--- config.mk ---
export PLATFORM = sky130hd
export DESIGN_NAME = hazard_scoreboard
export DESIGN_NICKNAME = d
export VERILOG_FILES = /design/src/rtl/hazard_scoreboard.sv
export SDC_FILE = /design/constraint.sdc
export NUM_CORES = 1
export LEC_CHECK = 0
export ABC_AREA = 0
export CAP_MARGIN = 40
export CORE_ASPECT_RATIO = 1.75
export CORE_MARGIN = 4
export CORE_UTILIZATION = 46
export CTS_CLUSTER_DIAMETER = 100
export DETAILED_ROUTE_END_ITERATION = 10
export HOLD_SLACK_MARGIN = 0.12
export PLACE_DENSITY = 0.89
export SYNTH_ARGS = -nofsm -noshare
export SYNTH_HDL_FRONTEND = slang
export SYNTH_SLANG_ARGS = --single-unit
--- constraint.sdc ---
create_clock -name clk -period 2.25 [get_ports clk]
set_clock_uncertainty 0.05 [all_clocks]
set_input_delay 0.45 -clock clk [delete_from_list [all_inputs] [get_ports clk]]
set_output_delay 0.45 -clock clk [all_outputs]
set_load 0.03 [all_outputs]
--- src/rtl/hazard_scoreboard.sv ---
// hazard_scoreboard: destination tracking and RAW hazard control for the
// 5-stage pipeline. It selects the ID destination (rd or rt), follows it
// through EX, MEM and WB, and produces the stall, bubble and ALU operand
// forwarding selects.
//
// Build option: define HAZARD_FWD_EN to enable operand forwarding. Without
// it, fwd_a/fwd_b are tied to 00. Any source that matches a pending EX or
// MEM write then stalls until the producer reaches WB.
module hazard_scoreboard #(
    parameter int REG_W = 5,
    parameter int CNT_W = 16
) (
    input  logic             clk,
    input  logic             rst,
    input  logic             id_valid,
    input  logic [REG_W-1:0] id_rs,
    input  logic [REG_W-1:0] id_rt,
    input  logic [REG_W-1:0] id_rd,
    input  logic             id_reg_dst,
    input  logic             id_reg_write,
    input  logic             id_mem_read,
    input  logic             id_uses_rt,
    input  logic             flush,
    output logic             stall,
    output logic [REG_W-1:0] ex_dest,
    output logic [1:0]       fwd_a,
    output logic [1:0]       fwd_b,
    output logic [REG_W-1:0] wb_dest,
    output logic             wb_we,
    output logic [CNT_W-1:0] stall_cnt
);

    // EX stage record
    logic             r_ex_valid;
    logic [REG_W-1:0] r_ex_dest;
    logic [REG_W-1:0] r_ex_rs;
    logic [REG_W-1:0] r_ex_rt;
    logic             r_ex_uses_rt;
    logic             r_ex_we;
    logic             r_ex_mem_read;

    // MEM and WB stage records
    logic             r_mem_valid;
    logic [REG_W-1:0] r_mem_dest;
    logic             r_mem_we;
    logic             r_wb_valid;
    logic [REG_W-1:0] r_wb_dest;
    logic             r_wb_we;

    logic [CNT_W-1:0] r_stall_cnt;

    logic [REG_W-1:0] w_id_dest;
    logic             w_id_we;
    logic             w_accept;
    logic             w_ex_hit;

    // A destination of register 0 is stored as a non-writer, so it never matches
    assign w_id_dest = id_reg_dst ? id_rd : id_rt;
    assign w_id_we   = id_reg_write && (w_id_dest != '0);
    assign w_accept  = id_valid && !flush && !stall;

    assign w_ex_hit = r_ex_valid && r_ex_we &&
                      ((r_ex_dest == id_rs) || (id_uses_rt && (r_ex_dest == id_rt)));

`ifdef HAZARD_FWD_EN
    // Only a load in EX cannot be forwarded in time; the next cycle it comes from WB
    assign stall = id_valid && !flush && w_ex_hit && r_ex_mem_read;

    // Operand selects for the EX instruction; the younger MEM result wins over WB
    always_comb begin
        fwd_a = 2'b00;
        fwd_b = 2'b00;
        if (r_ex_valid) begin
            if (r_mem_valid && r_mem_we && (r_mem_dest == r_ex_rs)) begin
                fwd_a = 2'b10;
            end else if (r_wb_valid && r_wb_we && (r_wb_dest == r_ex_rs)) begin
                fwd_a = 2'b01;
            end
            if (r_ex_uses_rt) begin
                if (r_mem_valid && r_mem_we && (r_mem_dest == r_ex_rt)) begin
                    fwd_b = 2'b10;
                end else if (r_wb_valid && r_wb_we && (r_wb_dest == r_ex_rt)) begin
                    fwd_b = 2'b01;
                end
            end
        end
    end
`else
    logic w_mem_hit;
    logic w_unused_nofwd;

    // Without forwarding, any pending EX or MEM write to a source holds ID
    // until the producer is in WB, where the write-through regfile covers it
    assign w_mem_hit = r_mem_valid && r_mem_we &&
                       ((r_mem_dest == id_rs) || (id_uses_rt && (r_mem_dest == id_rt)));
    assign stall     = id_valid && !flush && (w_ex_hit || w_mem_hit);
    assign fwd_a     = 2'b00;
    assign fwd_b     = 2'b00;

    assign w_unused_nofwd = ^{r_ex_rs, r_ex_rt, r_ex_uses_rt, r_ex_mem_read};
`endif

    // Load the EX record from ID when accepted; otherwise insert a cleared bubble
    always_ff @(posedge clk or posedge rst) begin
        if (rst) begin
            r_ex_valid    <= 1'b0;
            r_ex_dest     <= '0;
            r_ex_rs       <= '0;
            r_ex_rt       <= '0;
            r_ex_uses_rt  <= 1'b0;
            r_ex_we       <= 1'b0;
            r_ex_mem_read <= 1'b0;
        end else if (w_accept) begin
            r_ex_valid    <= 1'b1;
            r_ex_dest     <= w_id_dest;
            r_ex_rs       <= id_rs;
            r_ex_rt       <= id_rt;
            r_ex_uses_rt  <= id_uses_rt;
            r_ex_we       <= w_id_we;
            r_ex_mem_read <= id_mem_read;
        end else begin
            r_ex_valid    <= 1'b0;
            r_ex_dest     <= '0;
            r_ex_rs       <= '0;
            r_ex_rt       <= '0;
            r_ex_uses_rt  <= 1'b0;
            r_ex_we       <= 1'b0;
            r_ex_mem_read <= 1'b0;
        end
    end

    // Shift the destination records from EX to MEM to WB every cycle
    always_ff @(posedge clk or posedge rst) begin
        if (rst) begin
            r_mem_valid <= 1'b0;
            r_mem_dest  <= '0;
            r_mem_we    <= 1'b0;
            r_wb_valid  <= 1'b0;
            r_wb_dest   <= '0;
            r_wb_we     <= 1'b0;
        end else begin
            r_mem_valid <= r_ex_valid;
            r_mem_dest  <= r_ex_dest;
            r_mem_we    <= r_ex_we;
            r_wb_valid  <= r_mem_valid;
            r_wb_dest   <= r_mem_dest;
            r_wb_we     <= r_mem_we;
        end
    end

    // Count stall cycles, holding at all-ones rather than wrapping
    always_ff @(posedge clk or posedge rst) begin
        if (rst) begin
            r_stall_cnt <= '0;
        end else if (stall && (r_stall_cnt != {CNT_W{1'b1}})) begin
            r_stall_cnt <= r_stall_cnt + CNT_W'(1);
        end
    end

    assign ex_dest   = r_ex_dest;
    assign wb_dest   = r_wb_dest;
    assign wb_we     = r_wb_valid && r_wb_we;
    assign stall_cnt = r_stall_cnt;

endmodule

==> out/qor.txt <==
clk root buf = clkbuf_8
crit path max fanout = 3
Clk pin slew, worst setup/hold paths = 70 ps
die area = 0.00487 mm²
Hold Crit Class = register to register
outcome = finished with violations
share of the synthesized area in the top cell type = 53.2%
via count = 1389
period utilisation layout = 101%
# H-tree levels = 2
WL final = 4020 µm
Worst setup EP type = primary output
DR DRC count = 0
Max Cap Violations = 0
initial core utilization = 48.0%
EDFF count, synth = 0
vias in the first global route = 1403
Tmin final = 2270 ps
worst path arrival time = 1770 ps
main area contributors after synthesis = dfrtp_1 (53%), xnor2_1 (8.1%), xor2_1 (8.1%), nand4_1 (3.2%), mux2i_1 (2.9%)
Area Overhead vs Synth = 41.6%
PortBufs = 49
register area = 928 µm²
CTS tree = yes
Clk pwr share = 33.7%
pre-CTS WS = -287 ps
fin cells = 265
Startpoint Class = register
cts hold-fix bufs = 0
post-synthesis async set-or-reset flop share = 100%
synth cell count leaders = dfrtp_1 (37), xnor2_1 (16), xor2_1 (16)
first-pass GRT wire length = 6550 µm
Power Dens Cells = 533 mW/mm²
unrepaired setup endpoints after global routing = true
Netlist cell types = 33
proportion of power drawn by combinational gates = 13.1%
Detailed Place HPWL = 2960 µm
Setup Viol. Count Final = 1
switch share = 25.4%
Req. time, crit path = 1750 ps
share of cells above drive strength 1 = 16.4%
total track usage = 18.7%
Final nets = 242
Mapped Area = 0.00174 mm²
top_reg_cell synth = dfrtp_1
Top Ports = 55
Antenna Nets Post-Route = 0
NetSw = 333 µW
slack of the critical path = -19.1 ps
leakage = 1.13 nW
placed cell count = 253
via-per-instance ratio = 5.24
register area share after synthesis = 53.2%
clk sinks = 37
failing checks = negative setup slack
initial drt markers = 20
area occupied by multi-input gates = 790 µm²
peak supply drop = 0.537 mV
internal power = 979 µW
Mapped Cells = 151
Fin. Hold Viols = 0
max frequency = 441 MHz
setup total negative slack = -19.1 ps
Row Count = 29
FILL cells = 276
fin. max-slew vios = 0
kind of critical path = register to primary output
most common cell in the netlist = dfrtp_1
core box area = 0.00363 mm²
Die Width = 54.5 µm
initial antenna violation count = 0
first drt pass iteration count = 4
clock latency on the worst-skew pair = 280 ps
Synth Area per Inst = 11.5 µm²
grt ovf = 0
DR WL/cell = 15.2 µm
#FFs+latches synth = 37
DIE HEIGHT = 89.4 µm
Clock Path Buffers = 2
ANT cells = 0
Placer Congestion = 0.929
Flop pwr share = 53.3%
Synth area leader = dfrtp_1
cts bufs inserted = 5
synth warn = 0
largest net degree at the start of global routing = 38
[routing by layer]
metal	vias to the layer above	track usage (%)	routed length, µm
met2	35	33.0	2280
met3	10	3.84	143
met1	690	20.9	1490
met5	-	0	0
met4	0	8.39	99
li1	654	-	-
[area by class of cell]
class	instances	share of cell area, %
clock buffers	6	2.95
clock inverters	2	0.406
inverters	2	0.305
well taps	46	2.34
flip-flops and latches	37	37.7
repair buffers	64	24.3
multi-input cells	108	32.0
[state kept, by name, indices dropped and copies added, names as in the netlist]
| signal | cells |
|---|---|
| r_ex_we | 1 |
| stall_cnt | 16 |
| r_mem_we | 1 |
| r_wb_we | 1 |
| r_mem_dest | 5 |
| r_wb_valid | 1 |
| ex_dest | 5 |
| wb_dest | 5 |
| r_mem_valid | 1 |
| r_ex_valid | 1 |
[cells by family after synthesis]
kind of cell,count (synthesis),synth area share [%]
flip-flops,37,53.2
other,1,0.215
AND/OR/NAND/NOR,59,20.3
adder cells (fa/ha/maj),1,0.719
XOR/XNOR,32,16.1
buffers and inverters,9,2.95
multiplexers,8,4.82
AO/OA/AOI/OAI,4,1.65
[stage by stage]
stage	power, mW	cell area, µm²	hold slack, ps	util [%]
finish	1.31	2460	356	67.9
global route	1.38	2460	381	67.9
CTS	1.32	2440	356	67.2
detailed placement	0.879	2340	340	64.4
global placement	0.876	2340	331	64.4
floorplan	0.792	1750	316	-
[layout by cell type (no fill, tap or decap), types with 2 or more instances in the layout]
cell type,count
nand2_1,5
nor4_2,2
xor2_1,16
dfrtp_2,2
clkbuf_8,5
clkdlybuf4s50_1,39
inv_1,2
mux2i_1,5
clkinv_2,2
nor2_1,8
and4_1,2
and3_1,7
conb_1,4
nand3_1,8
buf_4,15
and2_1,2
clkdlybuf4s15_1,2
and2_4,2
nand4_1,9
dlygate4sd2_1,6
dfrtp_1,35
nor4_1,3
nand2b_1,2
mux2_2,3
nor2b_1,2
xnor2_1,16
[repair_timing]
| item | 4_1_cts | 5_1_grt |
|---|---|---|
| pin swaps | 10 | 4 |
| endpoints found under the setup margin | 1 | 1 |
| buffers inserted | 2 | 2 |
| resized for setup | 15 | 4 |
[path summary, 6_finish.rpt]
kind	from	end	cells after the start	slack [ps]
max	ex_dest[0]$_DFF_PP0_	stall	8	-20
min	r_mem_valid$_DFF_PP0_	r_wb_valid$_DFF_PP0_	0	360
max reg2reg	ex_dest[0]$_DFF_PP0_	stall_cnt[1]$_DFFE_PP0P_	9	250
min reg2reg	r_mem_valid$_DFF_PP0_	r_wb_valid$_DFF_PP0_	0	360
max in group asynchronous	rst	ex_dest[1]$_DFF_PP0_	3	1280
min in group asynchronous	rst	wb_dest[1]$_DFF_PP0_	3	510
[worst max-delay path: stages (launching register included)]
cell	delay (ps)
dfrtp_1	390
buf_4	140
buf_4	130
xnor2_1	150
and3_1	180
nand3_1	90
nand4_2	130
and2_4	150
buf_6	120
[power by group through the flow]
stage          Clock [mW]  Combinational [mW]  Sequential (mW)
6_report            0.442               0.171            0.699
3_5_place_dp            0               0.168            0.711
4_1_cts             0.451               0.168            0.698
5_1_grt             0.492               0.184            0.701
3_3_place_gp            0               0.166            0.710
2_1_floorplan           0              0.0653            0.726
(Power assumes the default switching activity.)
